`src/rtl/seven_seg_mux_driver.sv`:
```
// seven_seg_mux_driver: time-multiplexed driver for an N-digit common-anode
// seven-segment display. Each digit owns one refresh slot of REFRESH_DIV
// cycles. The first BLANK_CYCLES of every slot are dark, which avoids ghosting.
// A loaded frame is held in a pending register set. It moves to the display
// set only at a frame boundary, so a scan never mixes old and new data.
// Optional feature: define LEADING_ZERO_BLANK_EN to darken leading zeros.
module seven_seg_mux_driver #(
  parameter int NUM_DIGITS   = 8,
  parameter int REFRESH_DIV  = 100000,
  parameter int BLANK_CYCLES = 1000
) (
  input  logic                    clk,
  input  logic                    rst,
  input  logic [4*NUM_DIGITS-1:0] digits_in,
  input  logic [NUM_DIGITS-1:0]   dp_in,
  input  logic [NUM_DIGITS-1:0]   digit_en_in,
  input  logic                    load,
  output logic [NUM_DIGITS-1:0]   an_out,
  output logic [7:0]              seg_out,
  output logic                    frame_start,
  output logic                    pending
);

  localparam int TICK_W = (REFRESH_DIV > 1) ? $clog2(REFRESH_DIV) : 1;
  localparam int IDX_W  = (NUM_DIGITS > 1) ? $clog2(NUM_DIGITS) : 1;
  localparam logic [TICK_W-1:0] TICK_LAST = TICK_W'(REFRESH_DIV - 1);
  localparam logic [IDX_W-1:0]  IDX_LAST  = IDX_W'(NUM_DIGITS - 1);

  logic [TICK_W-1:0]       tick;
  logic [IDX_W-1:0]        idx;
  logic                    tick_wrap;
  logic                    boundary;

  logic [4*NUM_DIGITS-1:0] pend_digits, disp_digits;
  logic [NUM_DIGITS-1:0]   pend_dp, disp_dp;
  logic [NUM_DIGITS-1:0]   pend_en, disp_en;
  logic                    pend_flag;

  logic [NUM_DIGITS-1:0]   en_eff;
  logic [NUM_DIGITS-1:0]   an_next;
  logic [7:0]              seg_next;

  // Active-low segment pattern {g,f,e,d,c,b,a} for one hex digit.
  function automatic logic [6:0] enc(input logic [3:0] v);
    case (v)
      4'h0: enc = 7'h40;
      4'h1: enc = 7'h79;
      4'h2: enc = 7'h24;
      4'h3: enc = 7'h30;
      4'h4: enc = 7'h19;
      4'h5: enc = 7'h12;
      4'h6: enc = 7'h02;
      4'h7: enc = 7'h78;
      4'h8: enc = 7'h00;
      4'h9: enc = 7'h10;
      4'hA: enc = 7'h08;
      4'hB: enc = 7'h03;
      4'hC: enc = 7'h46;
      4'hD: enc = 7'h21;
      4'hE: enc = 7'h06;
      default: enc = 7'h0E;
    endcase
  endfunction

  assign tick_wrap = (tick == TICK_LAST);
  assign boundary  = tick_wrap && (idx == IDX_LAST);

  // Slot timer and digit index; idx advances once per completed slot.
  // NOTE: sequential state uses non-blocking assignments only, so every
  // flop samples values from before the edge and block order is irrelevant.
  always_ff @(posedge clk or posedge rst) begin
    if (rst) begin
      tick <= '0;
      idx  <= '0;
    end else if (tick_wrap) begin
      tick <= '0;
      idx  <= (idx == IDX_LAST) ? '0 : idx + 1'b1;
    end else begin
      tick <= tick + 1'b1;
    end
  end

  // Double-buffered frame: load fills the pending set, boundary commits it.
  // NOTE: these register sets are plain flops, not RAM, so they reset to
  // zero; a reset mid-frame discards both sets and the display stays dark.
  always_ff @(posedge clk or posedge rst) begin
    if (rst) begin
      pend_digits <= '0;
      pend_dp     <= '0;
      pend_en     <= '0;
      pend_flag   <= 1'b0;
      disp_digits <= '0;
      disp_dp     <= '0;
      disp_en     <= '0;
    end else if (boundary && load) begin
      // A load that lands on the boundary goes straight to the display.
      disp_digits <= digits_in;
      disp_dp     <= dp_in;
      disp_en     <= digit_en_in;
      pend_flag   <= 1'b0;
    end else if (boundary && pend_flag) begin
      disp_digits <= pend_digits;
      disp_dp     <= pend_dp;
      disp_en     <= pend_en;
      pend_flag   <= 1'b0;
    end else if (load) begin
      pend_digits <= digits_in;
      pend_dp     <= dp_in;
      pend_en     <= digit_en_in;
      pend_flag   <= 1'b1;
    end
  end

`ifdef LEADING_ZERO_BLANK_EN
  // Darken zero digits (dp off) above the highest nonzero enabled digit.
  // NOTE: every combinational output gets a default first, so no path
  // leaves it unassigned and no latch is inferred.
  always_comb begin
    logic scanning;
    en_eff   = disp_en;
    scanning = 1'b1;
    for (int i = NUM_DIGITS - 1; i >= 1; i--) begin
      if (disp_en[i] && (disp_digits[4*i +: 4] != 4'h0)) begin
        scanning = 1'b0;
      end else if (scanning && (disp_digits[4*i +: 4] == 4'h0) && !disp_dp[i]) begin
        en_eff[i] = 1'b0;
      end
    end
  end
`else
  assign en_eff = disp_en;
`endif

  // Next anode and segment pattern for the current slot position.
  always_comb begin
    an_next  = '1;
    seg_next = 8'hFF;
    if ((int'(tick) >= BLANK_CYCLES) && en_eff[idx]) begin
      an_next[idx] = 1'b0;
      seg_next     = {~disp_dp[idx], enc(disp_digits[4*idx +: 4])};
    end
  end

  // Register the pin outputs, one cycle behind the counter state.
  always_ff @(posedge clk or posedge rst) begin
    if (rst) begin
      an_out      <= '1;
      seg_out     <= 8'hFF;
      frame_start <= 1'b0;
    end else begin
      an_out      <= an_next;
      seg_out     <= seg_next;
      frame_start <= (tick == '0) && (idx == '0);
    end
  end

  assign pending = pend_flag;

endmodule
```
`config.mk`:
```
export PLATFORM = sky130hd
export DESIGN_NAME = seven_seg_mux_driver
export DESIGN_NICKNAME = d
export VERILOG_FILES = /design/src/rtl/seven_seg_mux_driver.sv
export SDC_FILE = /design/constraint.sdc
export NUM_CORES = 1
export LEC_CHECK = 0
export CORE_ASPECT_RATIO = 0.8
export CORE_UTILIZATION = 47
export CTS_CLUSTER_SIZE = 12
export DETAILED_ROUTE_END_ITERATION = 6
export PLACE_DENSITY = 0.77
export RECOVER_POWER = 100
export SYNTH_ARGS = -nofsm -noshare
export SYNTH_HDL_FRONTEND = slang
export SYNTH_SLANG_ARGS = --single-unit
```
`constraint.sdc`:
```
create_clock -name clk -period 7 [get_ports clk]
set_input_delay 2.1 -clock clk [delete_from_list [all_inputs] [get_ports clk]]
set_output_delay 2.1 -clock clk [all_outputs]
set_load 0.03 [all_outputs]
```
==> impl_metrics.tcl, run 1 <==
set metrics [dict create \
    status "finished with violations" \
    violations "max-capacitance violations, max-slew violations" \
    syn_area_um2 6462 \
    postSynth.asyncResetShare_pct 100.0 \
    postRouteAntennaNets 0 \
    hold_violations 0 \
    powerDensity_nw_per_um2 241.9 \
    dieArea_um2 14230 \
    hold_class "flip-flop to flip-flop" \
    leakage_nw 3.234 \
    antenna_found_initial 0 \
    cts_buffer_depth 2 \
    hpwl_um 9084 \
    io_buffers 68 \
    core_area_um2 13150 \
    stdcell_count 834 \
    fp.dieH_um 106.9 \
    via_per_inst 5.493 \
    post_drt_wl_per_cell_um 16.67 \
    drtIter0Drc 331 \
    cp-end-kind "flip-flop" \
    synth-edff-count 0 \
    critical_path_class "primary input to flip-flop" \
    die_w_um 133.1 \
    ys.flop_type "dfrtp_1" \
    finish.net_count 709 \
    worstMarginPinSlew_ns 3.517 \
    critPathLaunchType "primary input" \
    grt_pass1_vias 4678 \
    cts_setup_buffers 0 \
    worstSkewPairLatency_ns 0.42 \
    fin_tns_setup_ns 0 \
    diodes 0 \
    yosysUniqueCellTypes 49 \
    syn_inst 590 \
    synthTopCellsByArea "dfrtp_1, dfstp_2, mux2_2, nor2b_1, nand2_1" \
    ys_seq_area_share_pct 52.20 \
    synth_fp_nets 652 \
    finalWirelength_um 13910 \
    synth.avg_cell_area_um2 10.95 \
    drive_gt1_share_pct 17.15 \
    required_ns 7.32 \
    final-seq-area_um2 3373 \
    cts_sinks 134 \
    fin_crit_ns 4.999 \
    grt_max_degree 84 \
    dp_cells 803 \
    slew_headroom_pct -135.7 \
    grtUsageTotal_pct 21.21 \
    drv_slew 167 \
    gp_congestion 0.8745 \
    drtPass1Iterations 6 \
    yosys-top-cells-count "dfrtp_1, nand2_1, nor2_1" \
    rows 37 \
    num_vias 4581 \
    area_growth_syn_to_layout_pct 21.05 \
    ys_ff_latch 134 \
    cts_htree_levels 4 \
    path_clk_slew_ns 0.06 \
    multi_input_area_um2 2835 \
    pin_count 69 \
    p_total_mw 1.893 \
    cap_violations 3 \
    cts_tree "yes" \
    path_max_fanout 52 \
    root_buffer "clkbuf_16" \
    cts_buffers 17 \
    finalSetupViolCount 0 \
    nFillCells 1045 \
    grt_overflow 0 \
    cts_hold_buffers 0 \
    finClkSkew_ns 0.01023 \
    cts-resized-gates 0 \
    grt_pass1_wl_um 23290 \
    synth_most_common_cell "dfrtp_1" \
    ir_worst_vdd_mv 0.1828 \
    rsz0062_at_grt "false" \
    fmax_mhz 200.1 \
    period_share_pct 71.41 \
    initial_utilization_pct 49.15 \
    drcViolationCount 0 \
    critPathArrivalTime_ns 5.32 \
    synth_top_cell_area_share_pct 45.69 \
    netlist.top_cell.by_area "dfrtp_1" \
    yosysWarnings 0 \
]
## final cells by class
class                           count  share of cell area, %
Multi-Input combinational cell    409                  36.24
Sequential cell                   134                  43.12
Tap cell                          175                  2.799
Clock inverter                     14                  2.671
Inverter                           11                 0.5438
Timing Repair Buffer               74                  9.181
Clock buffer                       17                  5.438
## final timing paths
check	start	end	slack (ns)	cells past startpoint
min in group asynchronous	rst	tick[7]	3.04	2
hold / removal	disp_digits[16]	disp_digits[16]	0.48	2
setup reg to reg	tick[0]	disp_en[0]	2.93	7
max in group asynchronous	rst	pend_digits[29]	2.13	3
setup / recovery	load	disp_en[0]	2.00	6
hold reg to reg	disp_digits[16]	disp_digits[16]	0.48	2
## per-layer routing
| metal | up-vias | global-route usage [%] | share of wire [%] |
|---|---|---|---|
| li1 | 2148 | - | - |
| met1 | 2285 | 28.91 | 46 |
| met2 | 133 | 33.99 | 48 |
| met3 | 15 | 4.492 | 4.7 |
| met4 | 0 | 6.899 | 1.4 |
| met5 | - | 0 | 0 |
## cell usage in the layout, fill, tap and decap left out, types with 2 or more instances in the layout
cell / synthesis / layout
dfrtp_1: 118 / 118
nand2_1: 78 / 78
nor2_1: 70 / 70
nor2b_1: 51 / 51
clkdlybuf4s50_1: 0 / 49
mux2_2: 33 / 33
o31ai_1: 29 / 29
mux2_1: 20 / 20
o31ai_2: 20 / 20
dlygate4sd3_1: 0 / 19
clkbuf_16: 0 / 17
dfstp_2: 16 / 16
o21ai_0: 13 / 14
nand3_1: 12 / 12
ha_1: 11 / 11
mux2i_1: 8 / 8
xnor2_1: 8 / 8
nor3_1: 7 / 7
inv_1: 8 / 7
mux4_2: 6 / 6
a21oi_1: 5 / 5
xor2_1: 5 / 5
bufinv_16: 0 / 5
clkinv_2: 0 / 4
clkinvlp_4: 0 / 4
buf_4: 2 / 4
nand4_1: 2 / 3
clkinv_1: 3 / 3
and3_1: 3 / 3
o221ai_1: 3 / 3
nor4_1: 1 / 2
and2_0: 0 / 2
nand2b_1: 2 / 2
or3_1: 2 / 2
clkbuf_1: 15 / 2
## kinds of logic after synthesis
family	count (synthesis)	share of synthesized area [%]
compound gates	83	10.65
xor+xnor	13	1.762
fa+ha+maj	11	2.130
buf+inv	47	3.601
flops	134	52.20
mux	67	12.57
simple gates	235	17.10
## power by group
part | internal, mW | total [mW] | switching (mW)
clock | 0.627 | 0.957 | 0.331
sequential | 0.804 | 0.818 | 0.0148
combinational | 0.0619 | 0.117 | 0.0550
## state kept, by name, indices dropped and copies added, names as in the netlist, 3 cells and up
signal       cells
tick            17
seg_out          8
disp_en          8
disp_dp          8
pend_digits     32
disp_digits     32
pend_en          8
idx              3
an_out           8
pend_dp          8
## through the flow
| stage | area (µm²) | setup slack [ns] | util (%) | hold slack, ns |
|---|---|---|---|---|
| global placement | 7221 | 2.584 | 54.92 | 0.4645 |
| detailed placement | 7221 | 2.503 | 54.92 | 0.4699 |
| CTS | 7855 | 2.902 | 59.75 | 0.4820 |
| finish | 7823 | 2.001 | 59.50 | 0.4788 |
| floorplan | 6462 | 1.344 | - | 0.4429 |
| global route | 7823 | 1.503 | 59.50 | 0.5049 |
## worst max-delay path: stages
cell and delay (ns):
dlygate4sd3_1 0.52, buf_4 0.39, and3_1 0.62, clkbuf_1 1.21, nor2_1 0.17, o31ai_2 0.28
No activity file was read; power rests on OpenSTA's default activity.
==> inputs of run 2 (changes only) <==
==> constraint.sdc (replaced) <==
create_clock -name clk -period 5.2 [get_ports clk]
set_input_delay 1.56 -clock clk [delete_from_list [all_inputs] [get_ports clk]]
set_output_delay 1.56 -clock clk [all_outputs]
set_load 0.03 [all_outputs]
==> run 2 against run 1 <==
  * The run still ends with max-capacitance violations, max-slew violations left
  * Largest power group unchanged
  * Utilization down 0.28 points
  * Sequential power rose by 34%
  * Critical path depth fell by 4
  * Global-route usage rose by 0.11 points
==> impl_metrics.tcl, run 2 (synthesis gave the netlist of run 1 again) <==
set metrics [dict create \
    cpPeakStageDelay_ns 1.82 \
    hold_violations 0 \
    cts_buffers 17 \
    cts_setup_buffers 0 \
    area_growth_syn_to_layout_pct 20.48 \
    num_vias 4594 \
    grtUsageTotal_pct 21.33 \
    finalSetupViolCount 0 \
    powerDensity_nw_per_um2 304.3 \
    drcViolationCount 0 \
    hpwl_um 9284 \
    drtIter0Drc 274 \
    root_buffer "clkbuf_16" \
    cts_sinks 134 \
    cap_violations 1 \
    via_per_inst 5.489 \
    layout_commonest_cell "dfrtp_1" \
    cts_hold_buffers 0 \
    crit_family "buffers and inverters" \
    initial_utilization_pct 49.15 \
    gp_congestion 0.8164 \
    nFillCells 1072 \
    fmax_mhz 260.0 \
    grt_max_degree 69 \
    cp-end-kind "async pin" \
    pin_count 69 \
    path_cells "clkdlybuf4s50_1 -> inv_1" \
    place_area_um2 7248 \
    grt_pass1_wl_um 23280 \
    dieArea_um2 14230 \
    post_drt_wl_per_cell_um 16.59 \
    cts-resized-gates 0 \
    reg.largest.list "disp_digits: 32 flops, pend_digits: 32 flops, tick: 17 flops" \
    worstMarginPinSlew_ns 2.589 \
    drv_slew 68 \
    core_area_um2 13150 \
    stdcell_area_um2 7786 \
    cts_tree "yes" \
    fin_crit_ns 3.847 \
    cts_buffer_depth 2 \
    layout_common_cells "dfrtp_1, nand2_1, nor2_1" \
    whs_ns 0.4731 \
    fin_tns_setup_ns 0 \
    finClkSkew_ns 0.02640 \
    antenna_found_initial 0 \
    stdcell_count 837 \
    cts_htree_levels 4 \
    finalWirelength_um 13890 \
    hold_class "flip-flop to flip-flop" \
    status "finished with violations" \
    fp.dieH_um 106.9 \
    critical_path_class "primary input to async pin" \
    period_share_pct 73.98 \
    rsz0062_at_grt "false" \
    leakage_nw 3.239 \
    die_w_um 133.1 \
    io_buffers 68 \
    drive_gt1_share_pct 17.67 \
    path_clk_slew_ns 0.05 \
    postRouteAntennaNets 0 \
    fin_util_pct 59.22 \
    path_max_fanout 68 \
    critPathLaunchType "primary input" \
    worstSkewPairLatency_ns 0.43 \
    drtPass1Iterations 5 \
    dp_cells 805 \
    crit_buf_inv 2 \
    ir_worst_vdd_mv 0.2179 \
    grt_overflow 0 \
    required_ns 5.17 \
    finish.net_count 711 \
    slew_headroom_pct -72.76 \
    rows 37 \
    critPathArrivalTime_ns 3.81 \
    violations "max-capacitance violations, max-slew violations" \
    cp_slowest_cell "inv_1" \
    diodes 0 \
    grt_pass1_vias 4630 \
]
## run 2: changes by cell type in the layout (fill, tap and decap cells not counted), sizes merged
cell,delta
bufinv,-4
clkinv,+4
buf,+3
clkdlybuf4s50,+1
clkinvlp,-1
dlygate4sd3,-1
inv,+1
## run 2: through the flow
step,setup slack (ns),total power [mW]
2_1_floorplan,0.08373,1.208
3_3_place_gp,1.254,1.270
3_5_place_dp,1.143,1.279
4_1_cts,1.579,2.388
5_1_grt,0.7374,2.455
6_report,1.353,2.369
## run 2: layout make-up
class                      count  area [µm²]  share of cell area (%)
sequential                   134        3373                   43.32
multi-input combinational    409        2853                   36.64
timing repair buffer          76       749.5                   9.626
clock buffer                  18       439.2                   5.640
tap                          175       219.0                   2.812
clock inverter                14       111.4                   1.430
inverter                      11       41.29                  0.5303
## run 2: final timing paths
kind	start	end	slack, ns	cells past startpoint
worst max-delay path	rst	disp_dp[7]	1.35	2
worst min-delay path	disp_digits[13]	disp_digits[13]	0.47	2
worst max register to register	tick[0]	disp_digits[10]	1.53	8
worst min register to register	disp_digits[13]	disp_digits[13]	0.47	2
max in group clk	tick[0]	disp_digits[10]	1.53	8
min in group asynchronous	rst	frame_start	2.35	2
## run 2: power breakdown
part	switching (mW)	internal (mW)	leakage (nW)
combinational	0.0744	0.0841	1.29
clock	0.448	0.662	0.265
sequential	0.0194	1.08	1.69
total	0.542	1.83	3.24
## run 2: per-layer routing
metal / vias up / global-route usage [%] / wire [µm]
met1: 2280 / 29.00 / 6486
met3: 17 / 5.343 / 739
met5: - / 0 / 0
met2: 144 / 33.55 / 6490
li1: 2153 / - / -
met4: 0 / 6.981 / 168
==> inputs of run 3 (changes only) <==
==> constraint.sdc (replaced) <==
create_clock -name clk -period 3.94 [get_ports clk]
set_input_delay 1.182 -clock clk [delete_from_list [all_inputs] [get_ports clk]]
set_output_delay 1.182 -clock clk [all_outputs]
set_load 0.03 [all_outputs]
==> run 3 against run 2 <==
  * The run still ends with max-capacitance violations, max-slew violations left
  * Non-clock buffer count up 3
  * Register-to-register slack worse by 1.1 ns
  * Die area unchanged
  * Cell area about the same
  * Combinational power is 32% higher
==> impl_metrics.tcl, run 3 (synthesis gave the netlist of run 1 again) <==
set metrics [dict create \
    initial_utilization_pct 49.15 \
    cts_tree "yes" \
    path_cells "clkinv_1 -> nand3_1 -> a21oi_1 -> a311oi_1 -> inv_1 -> ha_1 -> mux2_2 -> nor2_1 -> o21ai_0" \
    antenna_found_initial 0 \
    stdcell_area_um2 7790 \
    use_met1_pct 28.87 \
    via_per_inst 5.410 \
    p_total_mw 3.270 \
    cpPeakStageDelay_ns 0.84 \
    hold_violations 0 \
    cts_setup_buffers 0 \
    worstMarginPinSlew_ns 1.659 \
    drv_slew 46 \
    fp.dieH_um 106.9 \
    grt_pass1_wl_um 23360 \
    slew_headroom_pct -10.63 \
    gp_congestion 0.8591 \
    grt_use_met3_pct 5.532 \
    drcViolationCount 0 \
    layout_common_cells "dfrtp_1, nand2_1, nor2_1" \
    pin_count 69 \
    path_max_fanout 19 \
    grtUsageMet2_pct 33.51 \
    busiest_layer "met2" \
    worstSkewPairLatency_ns 0.42 \
    cp-end-kind "flip-flop" \
    cap_violations 2 \
    fin_tns_setup_ns 0 \
    fin_crit_ns 3.464 \
    powerDensity_nw_per_um2 419.7 \
    cts_buffers 17 \
    core_area_um2 13150 \
    fin_util_pct 59.25 \
    finalSetupViolCount 0 \
    area_growth_syn_to_layout_pct 20.54 \
    grt_pass1_vias 4637 \
    finClkSkew_ns 0.01106 \
    hpwl_um 9311 \
    status "finished with violations" \
    rsz0062_at_grt "false" \
    rows 37 \
    drive_gt1_share_pct 15.79 \
    post_drt_wl_per_cell_um 16.47 \
    path_clk_slew_ns 0.06 \
    finish.net_count 714 \
    reg.largest.list "disp_digits: 32 flops, pend_digits: 32 flops, tick: 17 flops" \
    cts-resized-gates 0 \
    fmax_mhz 288.7 \
    critPathLaunchType "flip-flop" \
    layout_commonest_cell "dfrtp_1" \
    place_area_um2 7297 \
    violations "max-capacitance violations, max-slew violations" \
    nFillCells 1067 \
    cts_sinks 134 \
    drtIter0Drc 253 \
    grt_max_degree 70 \
    postRouteAntennaNets 0 \
    critPathArrivalTime_ns 3.76 \
    cp_slowest_cell "dfrtp_1" \
    num_vias 4544 \
    required_ns 4.23 \
    ir_worst_vdd_mv 0.2960 \
    leakage_nw 3.243 \
    io_buffers 68 \
    grt_overflow 0 \
    drtPass1Iterations 5 \
    grtUsageTotal_pct 21.30 \
    finalWirelength_um 13830 \
    die_w_um 133.1 \
    cts_hold_buffers 0 \
    period_share_pct 87.92 \
    whs_ns 0.4768 \
    critical_path_class "flip-flop to flip-flop" \
    diodes 0 \
    dieArea_um2 14230 \
    cts_htree_levels 4 \
    cts_buffer_depth 2 \
    hold_class "flip-flop to flip-flop" \
    root_buffer "clkbuf_16" \
]
==> run 3: where the power goes <==
part           total, mW  switching [mW]  internal [mW]
Clock               1.61           0.581           1.03
Sequential          1.45          0.0262           1.43
Combinational      0.208          0.0962          0.112
==> run 3: final timing paths <==
check	startpoint	endpoint	slack (ns)	cells after the start
setup / recovery	idx[0]	seg_out[3]	0.48	9
hold / removal	disp_digits[31]	disp_digits[31]	0.48	2
setup reg to reg	idx[0]	seg_out[3]	0.48	9
hold reg to reg	disp_digits[31]	disp_digits[31]	0.48	2
max in group asynchronous	rst	tick[1]	0.72	3
min in group asynchronous	rst	pend_digits[30]	1.56	2
==> run 3: worst max-delay path, delay by kind of cell, from the launching register on <==
family                   cells  cell delay (ns)
multiplexers                 1             0.27
buffers and inverters        2             0.72
AND/OR/NAND/NOR              2             0.26
AO/OA/AOI/OAI                3             0.95
flip-flops                   1             0.84
adder cells (fa/ha/maj)      1             0.31
==> run 3: final cells by class <==
class,instances,area [µm²],area share [%]
multi-input cells,409,2770,35.56
clock inverters,12,152.6,1.960
inverters,11,42.54,0.5461
well taps,175,219.0,2.811
flip-flops and latches,134,3373,43.30
clock buffers,20,456.7,5.863
repair buffers,79,775.7,9.958
==> run 3: metal layers <==
metal | up-vias | part of all wire (%) | routed length (µm)
li1 | 2156 | - | -
met2 | 122 | 48 | 6586
met3 | 8 | 6.1 | 837
met1 | 2258 | 46 | 6295
met4 | 0 | 0.82 | 114
met5 | - | 0 | 0
==> run 3: per-stage QoR <==
step	instances	setup WS, ns
floorplan	590	1.106
global placement	808	0.6202
detailed placement	808	0.5040
CTS	840	0.5001
global route	840	0.2309
finish	840	0.4759
